==> src/rtl/cpu_6502.sv <==
// Reduced 6502-compatible 8-bit CPU core: shared 16-bit address bus, separate read/write data buses,
// one instruction at a time through a FETCH/OPLO/OPHI/MEM/BRANCH state machine starting at 0x8000.
module cpu_6502 (
    input  logic        clk,
    input  logic        reset,
    input  logic [7:0]  din,
    input  logic        irq,
    input  logic        nmi,
    input  logic        rdy,
    output logic        we,
    output logic [15:0] adr,
    output logic [7:0]  dout
);

    typedef enum logic [2:0] {
        FETCH  = 3'd0,
        OPLO   = 3'd1,
        OPHI   = 3'd2,
        MEM    = 3'd3,
        BRANCH = 3'd4
    } state_e;

    state_e      state_q, state_d;
    logic [15:0] pc_q, pc_d;
    logic [7:0]  a_q, a_d;
    logic [7:0]  x_q, x_d;
    logic [7:0]  y_q, y_d;
    logic [7:0]  s_q, s_d;
    logic [7:0]  p_q, p_d;
    logic [7:0]  opcode_q, opcode_d;
    logic [7:0]  lo_q, lo_d;
    logic [15:0] ea_q, ea_d;

    logic [15:0] adr_s;
    logic        we_s;
    logic [7:0]  dout_s;
    logic [15:0] pc_inc_s;
    logic [15:0] br_target_s;
    logic [15:0] idx_s;
    logic [7:0]  x_inc_s, x_dec_s, y_inc_s, y_dec_s;
    logic        unused_s;

    function automatic logic [7:0] set_nz(input logic [7:0] p, input logic [7:0] v);
        return {v[7], p[6:2], (v == 8'h00), p[0]};
    endfunction

    // N and Z come from the 8-bit difference, C is an unsigned no-borrow flag
    function automatic logic [7:0] cmp_flags(input logic [7:0] p, input logic [7:0] r, input logic [7:0] o);
        logic [7:0] diff;
        diff = r - o;
        return {diff[7], p[6:2], (diff == 8'h00), (r >= o)};
    endfunction

    function automatic logic branch_taken(input logic [7:0] op, input logic [7:0] p);
        logic t;
        case (op)
            8'hD0:   t = ~p[1];
            8'hF0:   t = p[1];
            8'h10:   t = ~p[7];
            8'h30:   t = p[7];
            8'h90:   t = ~p[0];
            8'hB0:   t = p[0];
            default: t = 1'b0;
        endcase
        return t;
    endfunction

    assign pc_inc_s    = pc_q + 16'd1;
    assign br_target_s = pc_q + {{8{lo_q[7]}}, lo_q};
    assign idx_s       = (opcode_q == 8'hB9) ? {8'h00, y_q} :
                         ((opcode_q == 8'hBD) || (opcode_q == 8'h9D)) ? {8'h00, x_q} : 16'h0000;
    assign x_inc_s     = x_q + 8'd1;
    assign x_dec_s     = x_q - 8'd1;
    assign y_inc_s     = y_q + 8'd1;
    assign y_dec_s     = y_q - 8'd1;
    assign unused_s    = ^{irq, nmi, rdy};

    assign adr  = adr_s;
    assign we   = we_s;
    assign dout = dout_s;

    // Next-state, register-update and bus-drive logic for every instruction cycle
    always_comb begin
        state_d  = state_q;
        pc_d     = pc_q;
        a_d      = a_q;
        x_d      = x_q;
        y_d      = y_q;
        s_d      = s_q;
        p_d      = p_q;
        opcode_d = opcode_q;
        lo_d     = lo_q;
        ea_d     = ea_q;
        adr_s    = pc_q;
        we_s     = 1'b0;
        dout_s   = 8'h00;
        case (state_q)
            FETCH: begin
                opcode_d = din;
                pc_d     = pc_inc_s;
                state_d  = OPLO;
            end
            OPLO: begin
                state_d = FETCH;
                case (opcode_q)
                    8'hA9: begin a_d = din; p_d = set_nz(p_q, din); pc_d = pc_inc_s; end
                    8'hA2: begin x_d = din; p_d = set_nz(p_q, din); pc_d = pc_inc_s; end
                    8'hA0: begin y_d = din; p_d = set_nz(p_q, din); pc_d = pc_inc_s; end
                    8'hC9: begin p_d = cmp_flags(p_q, a_q, din); pc_d = pc_inc_s; end
                    8'hE0: begin p_d = cmp_flags(p_q, x_q, din); pc_d = pc_inc_s; end
                    8'hC0: begin p_d = cmp_flags(p_q, y_q, din); pc_d = pc_inc_s; end
                    8'hA5, 8'hA6, 8'hA4, 8'h85, 8'h86, 8'h84: begin
                        ea_d    = {8'h00, din};
                        pc_d    = pc_inc_s;
                        state_d = MEM;
                    end
                    8'hAD, 8'hAE, 8'hAC, 8'hBD, 8'hB9, 8'h8D, 8'h8E, 8'h8C, 8'h9D, 8'h4C: begin
                        lo_d    = din;
                        pc_d    = pc_inc_s;
                        state_d = OPHI;
                    end
                    8'hD0, 8'hF0, 8'h10, 8'h30, 8'h90, 8'hB0: begin
                        lo_d    = din;
                        pc_d    = pc_inc_s;
                        state_d = branch_taken(opcode_q, p_q) ? BRANCH : FETCH;
                    end
                    8'hE8: begin x_d = x_inc_s; p_d = set_nz(p_q, x_inc_s); end
                    8'hC8: begin y_d = y_inc_s; p_d = set_nz(p_q, y_inc_s); end
                    8'hCA: begin x_d = x_dec_s; p_d = set_nz(p_q, x_dec_s); end
                    8'h88: begin y_d = y_dec_s; p_d = set_nz(p_q, y_dec_s); end
                    8'hAA: begin x_d = a_q; p_d = set_nz(p_q, a_q); end
                    8'h8A: begin a_d = x_q; p_d = set_nz(p_q, x_q); end
                    8'hA8: begin y_d = a_q; p_d = set_nz(p_q, a_q); end
                    8'h98: begin a_d = y_q; p_d = set_nz(p_q, y_q); end
                    8'h9A: s_d = x_q;
                    8'hBA: begin x_d = s_q; p_d = set_nz(p_q, s_q); end
                    8'h18: p_d = {p_q[7:1], 1'b0};
                    8'h38: p_d = {p_q[7:1], 1'b1};
                    8'h58: p_d = {p_q[7:3], 1'b0, p_q[1:0]};
                    8'h78: p_d = {p_q[7:3], 1'b1, p_q[1:0]};
                    default: state_d = FETCH;
                endcase
            end
            OPHI: begin
                if (opcode_q == 8'h4C) begin
                    pc_d    = {din, lo_q};
                    state_d = FETCH;
                end else begin
                    pc_d    = pc_inc_s;
                    ea_d    = {din, lo_q} + idx_s;
                    state_d = MEM;
                end
            end
            MEM: begin
                adr_s   = ea_q;
                state_d = FETCH;
                case (opcode_q)
                    8'hA5, 8'hAD, 8'hBD, 8'hB9: begin a_d = din; p_d = set_nz(p_q, din); end
                    8'hA6, 8'hAE:               begin x_d = din; p_d = set_nz(p_q, din); end
                    8'hA4, 8'hAC:               begin y_d = din; p_d = set_nz(p_q, din); end
                    8'h85, 8'h8D, 8'h9D:        begin we_s = 1'b1; dout_s = a_q; end
                    8'h86, 8'h8E:               begin we_s = 1'b1; dout_s = x_q; end
                    8'h84, 8'h8C:               begin we_s = 1'b1; dout_s = y_q; end
                    default:                    state_d = FETCH;
                endcase
            end
            BRANCH: begin
                pc_d    = br_target_s;
                state_d = FETCH;
            end
            default: state_d = FETCH;
        endcase
    end

    // Architectural and sequencing state, forced to power-on values while reset is low
    always_ff @(posedge clk or negedge reset) begin
        if (!reset) begin
            state_q  <= FETCH;
            pc_q     <= 16'h8000;
            a_q      <= 8'h00;
            x_q      <= 8'h00;
            y_q      <= 8'h00;
            s_q      <= 8'hFF;
            p_q      <= 8'h24;
            opcode_q <= 8'hEA;
            lo_q     <= 8'h00;
            ea_q     <= 16'h0000;
        end else begin
            state_q  <= state_d;
            pc_q     <= pc_d;
            a_q      <= a_d;
            x_q      <= x_d;
            y_q      <= y_d;
            s_q      <= s_d;
            p_q      <= p_d;
            opcode_q <= opcode_d;
            lo_q     <= lo_d;
            ea_q     <= ea_d;
        end
    end

endmodule

==> config.mk <==
export PLATFORM = sky130hd
export DESIGN_NAME = cpu_6502
export DESIGN_NICKNAME = d
export VERILOG_FILES = /design/src/rtl/cpu_6502.sv
export SDC_FILE = /design/constraint.sdc
export NUM_CORES = 1
export LEC_CHECK = 0
export ABC_CLOCK_PERIOD_IN_PS = 6450
export CELL_PAD_IN_SITES_DETAIL_PLACEMENT = 1
export CELL_PAD_IN_SITES_GLOBAL_PLACEMENT = 1
export CORE_ASPECT_RATIO = 1.75
export CORE_MARGIN = 2
export CORE_UTILIZATION = 51
export DETAILED_ROUTE_END_ITERATION = 10
export PLACE_DENSITY = 0.93
export SYNTH_ARGS = -nofsm -noshare
export SYNTH_HDL_FRONTEND = slang
export SYNTH_SLANG_ARGS = --single-unit
export TNS_END_PERCENT = 100
==> constraint.sdc <==
create_clock -name clk -period 6.45 [get_ports clk]
set_input_delay 0.645 -clock clk [delete_from_list [all_inputs] [get_ports clk]]
set_output_delay 0.645 -clock clk [all_outputs]
set_load 0.01 [all_outputs]
## Yosys cells after proc, flatten, opt, wreduce, memory -nomap -nowiden

Cells that the tools add are included.

- Register bits after elaboration: 86
- Bits of input ports: 13
- Output and inout bits: 25
- Logic and storage cells: 174

- Add/sub/neg operators: 10
- $lt $le $gt $ge: 3
- Eq/ne operators: 61
- Mux-type cells: 32
- Bitwise gates (word level): 15
- Reductions and logical operators: 42

Operators with widths:

| cell | number |
|---|---|
| $eq A8 B8 Y1 const B | 35 |
| $pmux W8 S16 | 1 |
| $logic_not A8 Y1 | 12 |
| $mux W16 | 5 |
| $pmux W16 S4 | 1 |
| $pmux W8 S2 | 4 |
| $mux W8 | 7 |
| $pmux W8 S3 | 2 |
| $pmux W8 S5 | 1 |
| $pmux W16 S2 | 1 |
| $pmux W8 S4 | 1 |
| $reduce_or A28 Y1 | 1 |
| $eq A8 B7 Y1 const B | 3 |
| $ge A8 B8 Y1 | 3 |
| $sub A8 B8 Y8 | 3 |
| $pmux W3 S3 | 2 |
| $add A16 B1 Y16 const B | 1 |
| $add A16 B16 Y16 | 1 |
| $add A16 B8 Y16 | 1 |
| $add A8 B1 Y8 const B | 2 |
| $eq A8 B5 Y1 const B | 2 |
| $eq A8 B6 Y1 const B | 2 |
| $reduce_or A16 Y1 | 1 |
| $sub A8 B1 Y8 const B | 2 |
| other kinds (30) | 69 |

## Depth between registers and ports, before layout

Gate-level depths: netlist (run 1).

- Depth in word-level cells: 7
- Gate-level depth with buffers: 15
- Depth with buffers taken out: 14

## Worst setup path before layout (run 1)

Ideal clock, no wire load.

- Path kind: reg2reg
- Start point: reg opcode_q[6]
- End point: reg ea_q[14]
- Setup time: 0.116 ns
- Arrival: 3.394 ns
- Slack: 2.941 ns
- Stages on the path, launching flop included: 15
- Path buffers: 1
- Clock period less this slack: 3.509 ns
- Path through: dfstp_2 > clkbuf_1 > and4b_1 > nand2_1 > mux2i_1 > nor2_1 > ha_1 > fa_1 > a21o_1 > a21oi_1 > o21ai_0 > a21oi_1 > o21a_1 > mux2_2 > o311ai_0

- Longest elaborated chain between the ends: 7
- Elaborated cells between the ends (all ways): 20

RTL lines:

| what | line | text |
|---|---|---|
| start, declared | 30 | `logic [7:0] opcode_q, opcode_d;` |
| start signal, assigned | 196 | `opcode_q <= opcode_d;` |
| $eq A8 B8 Y1 | 71 | `((opcode_q == 8'hBD) \|\| (opcode_q == 8'h9D)) ? {8'h00, x_q} : 16'h0000;` |
| $logic_or A1 B1 Y1 | 71 |  |
| $mux W8 | 71 |  |
| $mux W8 | 70 | `assign idx_s = (opcode_q == 8'hB9) ? {8'h00, y_q} :` |
| $add A16 B8 Y16 | 150 | `ea_d = {din, lo_q} + idx_s;` |
| $mux W16 | 145 | `if (opcode_q == 8'h4C) begin` |
| $pmux W16 S2 | 97 | `case (state_q)` |
| end signal, assigned | 187 | `ea_q <= 16'h0000;` |
| end signal, assigned | 198 | `ea_q <= ea_d;` |
| end, declared | 32 | `logic [15:0] ea_q, ea_d;` |

Several ways; a longest one is shown, not always the timed one. The select of a mux whose other input is x is not followed.
A chain may end at the register's enable or synchronous reset.

## Worst setup path in the final report (run 1)

- Start point: reg opcode_q[0]
- End point: reg ea_q[11]

Same word-level chain as after synthesis.

==> results of run 1 <==
==> sequential cells by signal (all words and copies together), names as in the netlist <==
register	cells
x_q	8
y_q	8
ea_q	16
a_q	8
lo_q	8
opcode_q	8
p_q	3
pc_q	16
s_q	8
state_q	3
==> where the power goes <==
part | internal, mW | switching (mW) | total (mW)
clock | 0.321 | 0.233 | 0.554
sequential | 0.788 | 0.549 | 1.34
combinational | 1.05 | 1.49 | 2.54
==> cells in the mapped netlist (13+ instances only) <==
master / number
nand2_1: 140
nor2_1: 91
dfrtp_1: 72
o21ai_0: 67
a21oi_1: 61
ha_1: 56
clkbuf_1: 42
nand3_1: 34
inv_1: 33
nor3_1: 28
xor2_1: 27
mux2_2: 25
xnor2_1: 25
buf_2: 20
nand4_1: 19
a22oi_1: 16
nor2b_1: 16
nor4_1: 16
mux2i_1: 15
and2_1: 14
dfstp_2: 14
o211ai_1: 14
a221oi_1: 13
o21ai_1: 13
==> critical path, delay by kind of cell, from the launching register on <==
family	cells	cell delay, ns
AOI/OAI and AO/OA	5	1.61
adders and majority gates	1	0.29
and+or+nand+nor	5	1.44
DFF	1	0.72
xor gates and xnor gates	1	0.15
muxes	1	0.21
==> cell type report <==
cell class	count	area share, %
sequential	86	23.4
clock buffer	13	2.81
timing repair buffer	49	4.86
tap	224	3.03
inverter	35	1.42
multi-input combinational	889	64.0
clock inverter	3	0.459
==> layer usage <==
metal	global-route usage (%)	share of wire [%]	up-vias
li1	-	-	3972
met1	38.1	33	4403
met2	65.6	50	453
met3	6.84	6.1	228
met4	34.6	10	0
met5	0	0	-
==> path summary, 6_finish.rpt <==
| path | endpoint | slack [ns] | cells after the start |
|---|---|---|---|
| min in group clk | ea_q[1] | 0.49 | 2 |
| worst max register to register | ea_q[11] | 1.88 | 13 |
| max in group asynchronous | ea_q[2] | 5.13 | 2 |
| worst min register to register | ea_q[1] | 0.49 | 2 |
| worst max-delay path | ea_q[11] | 1.88 | 13 |
| worst min-delay path | x_q[0] | 0.28 | 1 |
==> logic make-up (layout without fill, tap and decap cells) <==
group           count (synthesis)  after routing  synth area share (%)
compound gates                312            312                  24.7
xor+xnor                       52             52                  5.32
fa+ha+maj                      58             58                  8.65
buf+inv                       106            100                  5.38
flops                          86             86                  25.4
mux                            43             43                  5.53
simple gates                  424            424                  25.0
==> impl_metrics.env, run 1 <==
export IMPL_max_freq_mhz=219
export IMPL_cts_tree="built"
export IMPL_cts_buffers=9
export IMPL_fin_ws_ns=1.88
export IMPL_crit_fanout=16
export IMPL_nets=1141
export IMPL_hold_buffers=0
export IMPL_drive_above_1_share_pct=8.84
export IMPL_synth_cells=1081
export IMPL_io_pins=38
export IMPL_die_w_um=102
export IMPL_portBuffers=34
export IMPL_min_path_type="input port to asynchronous set/reset pin"
export IMPL_synth_top_cell_by_area="dfrtp_1"
export IMPL_vias=9056
export IMPL_start_util_pct=52.0
export IMPL_post_synth_top_area_fraction_pct=21.1
export IMPL_worst_pin_slew_ns=1.16
export IMPL_place_ws_ns=1.99
export IMPL_whs_ns=0.282
export IMPL_wirelength_mm=33.2
export IMPL_hpwl_mm=23.7
export IMPL_critPathLaunchType="flip-flop"
export IMPL_rows=62
export IMPL_finClkSkew_ns=0.00878
export IMPL_cp_slowest_cell="a2111oi_0"
export IMPL_firstDrtPassIters=7
export IMPL_cts_root_buf="clkbuf_16"
export IMPL_core_sq_mm=0.0164
export IMPL_slew_headroom_pct=22.3
export IMPL_tns_ns=0
export IMPL_synthFlopType="dfrtp_1"
export IMPL_power_mw=4.43
export IMPL_critPathMaxStageDelay_ns=0.78
export IMPL_cp_required_ns=6.68
export IMPL_cts_resized=0
export IMPL_cts_setup_buffers=0
export IMPL_clock_latency_ns=0.37
export IMPL_cp_data_arrival_time_ns=4.80
export IMPL_synth_distinct_cells=86
export IMPL_fp_dieH_um=175
export IMPL_path_class="flip-flop to flip-flop"
export IMPL_drt_iter0_markers=698
export IMPL_status="finished, final reports clean"
export IMPL_r2r_start="opcode_q[0]"
export IMPL_cts_path_max_buffers=2
export IMPL_seq_area_frac_synth_pct=25.4
export IMPL_drtAntennaViolNets=0
export IMPL_die_area_sq_mm=0.0179
export IMPL_rsz0062_at_grt="no"
export IMPL_layout_common_cells="140 x nand2_1, 91 x nor2_1, 72 x dfrtp_1, 67 x o21ai_0, 61 x a21oi_1"
export IMPL_final_area_sq_mm=0.00926
export IMPL_antenna_cells=0
export IMPL_setup_violations=0
export IMPL_cts_sinks=86
export IMPL_crit_start="opcode_q[0]"
export IMPL_wl_per_cell_um=25.6
export IMPL_end_kind="flip-flop"
export IMPL_dpl_cell_area_sq_mm=0.00896
export IMPL_ff_latch_area_sq_mm=0.00217
export IMPL_p_leak_nw=3.78
export IMPL_synth_area_leaders="dfrtp_1 21%, ha_1 8.2%, nand2_1 6.1%"
export IMPL_powerDensity_mw_per_mm2=478
export IMPL_clkSlewWorstSetupHoldPaths_ns=0.07
export IMPL_grt_pass1_wl_mm=52.4
export IMPL_cts_max_level=3
export IMPL_multi_input_area_sq_mm=0.00593
export IMPL_area_growth_syn_to_layout_pct=8.23
export IMPL_synth_edf_count=0
export IMPL_synthArstFlopShare_pct=100
export IMPL_syn_nets=1152
export IMPL_overflow=0
export IMPL_period_share_pct=70.9
export IMPL_viasPerCell=6.97
export IMPL_utilization_pct=56.3
export IMPL_avgSynthCellArea_sq_um=7.92
export IMPL_maxSlewViolCount=0
export IMPL_dp_cells=1283
export IMPL_routabilityCongestion=0.994
export IMPL_ys_warn_count=0
export IMPL_grt_pass1_vias=9723
export IMPL_n_fill_cell=2050
export IMPL_drc=0
export IMPL_antenna_found_initial=0
export IMPL_ir_worst_vdd_v=0.000198
export IMPL_drv_cap=0
export IMPL_final_cells=1299
export IMPL_ys_ff_latch=86
export IMPL_crit_chain="nor2b_1 -> and3b_1 -> nand2_1 -> mux2i_1 -> nor2_1 -> ha_1 -> a21o_1 -> a21o_1 -> a2111oi_0 -> o31ai_1 -> nand3_1 -> xnor2_1 -> o21ai_1"
export IMPL_grt_usage_pct=38.3
export IMPL_fin_crit_ns=4.57
export IMPL_finalHoldViolCount=0
export IMPL_syn_cell_area_sq_mm=0.00856
export IMPL_grt_max_degree=47
export IMPL_mostFrequentLayoutCell="nand2_1"
export IMPL_path_common_cell="a21o_1"
Power figures use the tool's default switching activity.
==> run 2, diff against run 1 <==
ABC_CLOCK_PERIOD_IN_PS = 4400   (was 6450)
CORE_UTILIZATION = 47   (was 51)
PLACE_DENSITY = 0.87   (was 0.93)
clock period = 4.4 ns   (was 6.45 ns; I/O delays follow)
==> run 2 against run 1 <==
- wire length decreased by 0.69%
- register-to-register slack got worse by 1.4 ns
- sequential share of layout area decreased by 0.33 points
- worst hold slack got worse by 0.15 ns
- clock-buffer cell count increased by 1
- maximum frequency increased by 17%
- sequential power increased by 35%
- via count decreased by 1.2%
- critical path type unchanged
- critical endpoint is now ea_q[13]
- largest cell class unchanged
- largest power group unchanged
- highest routed layer unchanged
==> impl_metrics.env, run 2 (same netlist as run 1, synthesis figures left out) <==
export IMPL_clock_latency_ns=0.36
export IMPL_hold_buffers=0
export IMPL_cts_max_level=3
export IMPL_fin_crit_ns=3.90
export IMPL_wirelength_mm=33.0
export IMPL_overflow=0
export IMPL_die_area_sq_mm=0.0193
export IMPL_drc=0
export IMPL_top_regs="ea_q x16, pc_q x16"
export IMPL_rows=65
export IMPL_area_growth_syn_to_layout_pct=9.77
export IMPL_grt_max_degree=55
export IMPL_io_pins=38
export IMPL_crit_fanout=16
export IMPL_grt_pass1_vias=9419
export IMPL_antenna_cells=0
export IMPL_cts_buffers=9
export IMPL_hpwl_mm=24.3
export IMPL_tns_ns=0
export IMPL_cts_root_buf="clkbuf_16"
export IMPL_start_util_pct=47.6
export IMPL_period_share_pct=88.6
export IMPL_portBuffers=34
export IMPL_place_ws_ns=0.636
export IMPL_vias=8951
export IMPL_fin_ws_ns=0.501
export IMPL_mostFrequentLayoutCell="nand2_1"
export IMPL_path_class="flip-flop to flip-flop"
export IMPL_n_fill_cell=2239
export IMPL_dr_wl_met2_mm=16.8
export IMPL_end_kind="flip-flop"
export IMPL_firstDrtPassIters=8
export IMPL_cts_setup_buffers=0
export IMPL_slew_headroom_pct=14.4
export IMPL_layout_common_cells="140 x nand2_1, 91 x nor2_1, 72 x dfrtp_1, 67 x o21ai_0, 61 x a21oi_1"
export IMPL_routabilityCongestion=0.986
export IMPL_multi_input_area_sq_mm=0.00593
export IMPL_ir_worst_vdd_v=0.000243
export IMPL_cts_sinks=86
export IMPL_setup_violations=0
export IMPL_p_leak_nw=3.87
export IMPL_cts_tree="built"
export IMPL_finalHoldViolCount=0
export IMPL_antenna_found_initial=0
export IMPL_cp_data_arrival_time_ns=4.12
export IMPL_min_path_type="input port to asynchronous set/reset pin"
export IMPL_cp_required_ns=4.62
export IMPL_core_sq_mm=0.0180
export IMPL_fp_dieH_um=183
export IMPL_drv_cap=0
export IMPL_wl_met3_mm=1.73
export IMPL_clkSlewWorstSetupHoldPaths_ns=0.06
export IMPL_drive_above_1_share_pct=10.4
export IMPL_cts_resized=0
export IMPL_powerDensity_mw_per_mm2=689
export IMPL_ff_latch_area_sq_mm=0.00217
export IMPL_grt_usage_pct=34.4
export IMPL_rsz0062_at_grt="no"
export IMPL_met1_length_mm=11.4
export IMPL_viasPerCell=6.73
export IMPL_max_freq_mhz=256
export IMPL_grt_pass1_wl_mm=51.5
export IMPL_worst_pin_slew_ns=1.27
export IMPL_finClkSkew_ns=0.00762
export IMPL_drt_iter0_markers=703
export IMPL_status="finished, final reports clean"
export IMPL_drtAntennaViolNets=0
export IMPL_cts_path_max_buffers=2
export IMPL_critPathLaunchType="flip-flop"
export IMPL_maxSlewViolCount=0
export IMPL_highest_layer="met4"
export IMPL_die_w_um=106
export IMPL_nets=1162
export IMPL_wl_per_cell_um=24.8
run 2: layer usage:
metal | global-route usage [%] | up-vias
met5 | 0 | -
met4 | 28.7 | 0
met3 | 5.71 | 172
met2 | 61.5 | 358
met1 | 34.3 | 4401
li1 | - | 4020
run 2: power by group:
| group | internal (mW) | switching [mW] | total (mW) |
|---|---|---|---|
| Sequential | 1.16 | 0.650 | 1.81 |
| Clock | 0.398 | 0.328 | 0.726 |
| Combinational | 1.60 | 2.34 | 3.94 |
run 2: worst max-delay path, cell delays in order, from the launching register on:
cell       delay (ns)
dfstp_2          0.76
and4b_1          0.37
nand2_1          0.15
mux2i_1          0.14
nor2_1           0.22
ha_1             0.29
a21o_1           0.16
a21o_1           0.20
a2111oi_0        0.70
o31ai_1          0.36
nand3_1          0.18
xnor2_1          0.14
o21ai_1          0.08
run 2: area by class of cell:
class	instances	area share, %
multi-input combinational	889	63.1
tap	234	3.12
clock inverter	2	0.107
inverter	35	1.40
timing repair buffer	70	6.47
sequential	86	23.1
clock buffer	14	2.70
run 2: worst paths after layout:
check / start / end / slack [ns] / cells past startpoint
max: opcode_q[5] / ea_q[13] / 0.50 / 12
min: reset / x_q[4] / 0.14 / 1
max in group asynchronous: reset / pc_q[15] / 3.31 / 2
max reg2reg: opcode_q[5] / ea_q[13] / 0.50 / 12
min reg2reg: ea_q[1] / ea_q[1] / 0.48 / 2
min in group clk: ea_q[1] / ea_q[1] / 0.48 / 2
run 2: stage by stage:
stage                     area (sq um)  total power, mW  std cells  hold slack (ns)  utilization, %
after detailed placement          9130             5.60       1314            0.472            50.8
after CTS                         9390             6.38       1330            0.172            52.3
after global routing              9390             6.87       1330            0.189            52.3
after global placement            9130             5.41       1314            0.465            50.8
after floorplan                   8560             4.31       1081            0.144               -
final                             9390             6.47       1330            0.137            52.3
==> run 3, diff against run 2 <==
CORE_ASPECT_RATIO = 1.1   (was 1.75)
==> run 3 against run 2 <==
- core utilization is 0.23 points higher
- via count is 0.56% lower
- combinational power is 6.9% lower
- global-route usage is 1.2 points lower
- design area is 0.51% lower
- first-iteration DRC count is 8.5% lower
- sequential cell count stayed put
- final cell count is 0.60% lower
- critical path depth is 2 higher
- register-to-register slack worse by 0.11 ns
- power is 0.71% lower
- clock skew is 0.00096 ns higher
- largest cell class unchanged
- highest routed layer unchanged
==> impl_metrics.env, run 3 (same netlist as run 1, synthesis figures left out) <==
export IMPL_status="finished, final reports clean"
export IMPL_setup_violations=0
export IMPL_cts_max_level=3
export IMPL_routabilityCongestion=0.954
export IMPL_cts_setup_buffers=0
export IMPL_whs_ns=0.0974
export IMPL_fin_ws_ns=0.395
export IMPL_grt_pass1_wl_mm=50.3
export IMPL_period_share_pct=91.0
export IMPL_drc=0
export IMPL_path_class="flip-flop to flip-flop"
export IMPL_drv_cap=0
export IMPL_viasPerCell=6.73
export IMPL_hpwl_mm=22.8
export IMPL_max_freq_mhz=250
export IMPL_critPathLaunchType="flip-flop"
export IMPL_utilization_pct=52.5
export IMPL_rows=51
export IMPL_ir_worst_vdd_v=0.000303
export IMPL_grt_pass1_vias=9230
export IMPL_nets=1150
export IMPL_n_fill_cell=2178
export IMPL_grt_max_degree=51
export IMPL_wl_per_cell_um=24.1
export IMPL_highest_layer="met4"
export IMPL_maxSlewViolCount=0
export IMPL_cts_tree="built"
export IMPL_start_util_pct=48.1
export IMPL_core_sq_mm=0.0178
export IMPL_finalHoldViolCount=0
export IMPL_dr_wl_met2_mm=15.2
export IMPL_final_cells=1322
export IMPL_area_growth_syn_to_layout_pct=9.21
export IMPL_wirelength_mm=31.9
export IMPL_drtAntennaViolNets=0
export IMPL_cts_root_buf="clkbuf_16"
export IMPL_hold_buffers=0
export IMPL_firstDrtPassIters=9
export IMPL_cts_path_max_buffers=2
export IMPL_cts_sinks=86
export IMPL_fp_dieH_um=146
export IMPL_layout_common_cells="140 x nand2_1, 91 x nor2_1, 72 x dfrtp_1, 67 x o21ai_0, 61 x a21oi_1"
export IMPL_wl_met3_mm=2.02
export IMPL_met1_length_mm=12.5
export IMPL_mostFrequentLayoutCell="nand2_1"
export IMPL_cp_required_ns=4.64
export IMPL_drive_above_1_share_pct=9.69
export IMPL_antenna_found_initial=0
export IMPL_end_kind="flip-flop"
export IMPL_drt_iter0_markers=643
export IMPL_min_path_type="input port to asynchronous set/reset pin"
export IMPL_dp_cells=1306
export IMPL_place_ws_ns=0.456
export IMPL_die_w_um=133
export IMPL_grt_usage_pct=33.2
export IMPL_slew_headroom_pct=23.1
export IMPL_tns_ns=0
export IMPL_p_leak_nw=3.82
export IMPL_worst_pin_slew_ns=1.15
export IMPL_clkSlewWorstSetupHoldPaths_ns=0.07
export IMPL_io_pins=38
export IMPL_fin_crit_ns=4.01
export IMPL_powerDensity_mw_per_mm2=687
export IMPL_antenna_cells=0
export IMPL_rsz0062_at_grt="no"
export IMPL_overflow=0
export IMPL_cp_data_arrival_time_ns=4.25
export IMPL_clock_latency_ns=0.37
export IMPL_r2r_slack_ns=0.39
export IMPL_die_area_sq_mm=0.0193
export IMPL_finClkSkew_ns=0.00858
export IMPL_crit_fanout=14
export IMPL_cts_buffers=9
export IMPL_cts_resized=0
export IMPL_portBuffers=34
export IMPL_vias=8901
export IMPL_top_regs="ea_q x16, pc_q x16"
[run 3: worst max-delay path, stage by stage (launching register included)]
cell      delay, ns
dfstp_2        0.72
nor2b_1        0.17
and3b_1        0.26
nand2_1        0.19
mux2i_1        0.25
nor2_1         0.08
ha_1           0.23
fa_1           0.42
a21o_1         0.18
a21oi_1        0.23
o21ai_0        0.12
a21oi_1        0.28
o21a_1         0.28
mux2_2         0.36
o311ai_0       0.10
[run 3: cell type report]
type                       count  area [sq um]  area share [%]
multi-input combinational    889          5930            63.4
sequential                    86          2170            23.2
timing repair buffer          58           518            5.54
tap                          238           298            3.19
clock buffer                  11           243            2.60
inverter                      35           131            1.41
clock inverter                 5          58.8           0.629
[run 3: per-layer routing]
metal / global-route usage (%) / up-vias
li1: - / 4000
met2: 56.7 / 338
met4: 21.2 / 0
met1: 37.2 / 4415
met5: 0 / -
met3: 7.84 / 148
[run 3: worst paths after layout]
check	start	end	depth (start not counted)
max in group asynchronous	reset	s_q[1]	2
worst max register to register	opcode_q[1]	ea_q[14]	14
min in group clk	ea_q[0]	ea_q[0]	2
worst min register to register	ea_q[0]	ea_q[0]	2
worst min-delay path	reset	pc_q[10]	1
worst max-delay path	opcode_q[1]	ea_q[14]	14
[run 3: per-stage QoR]
step / power, mW / area [sq um]
finish: 6.42 / 9350
global route: 6.86 / 9350
CTS: 6.36 / 9350
detailed placement: 5.49 / 9040
global placement: 5.30 / 9040
floorplan: 4.31 / 8560
[run 3: power by group]
part / total (mW) / switching, mW / internal (mW)
clock: 0.823 / 0.366 / 0.457
combinational: 3.67 / 2.12 / 1.55
sequential: 1.93 / 0.776 / 1.15
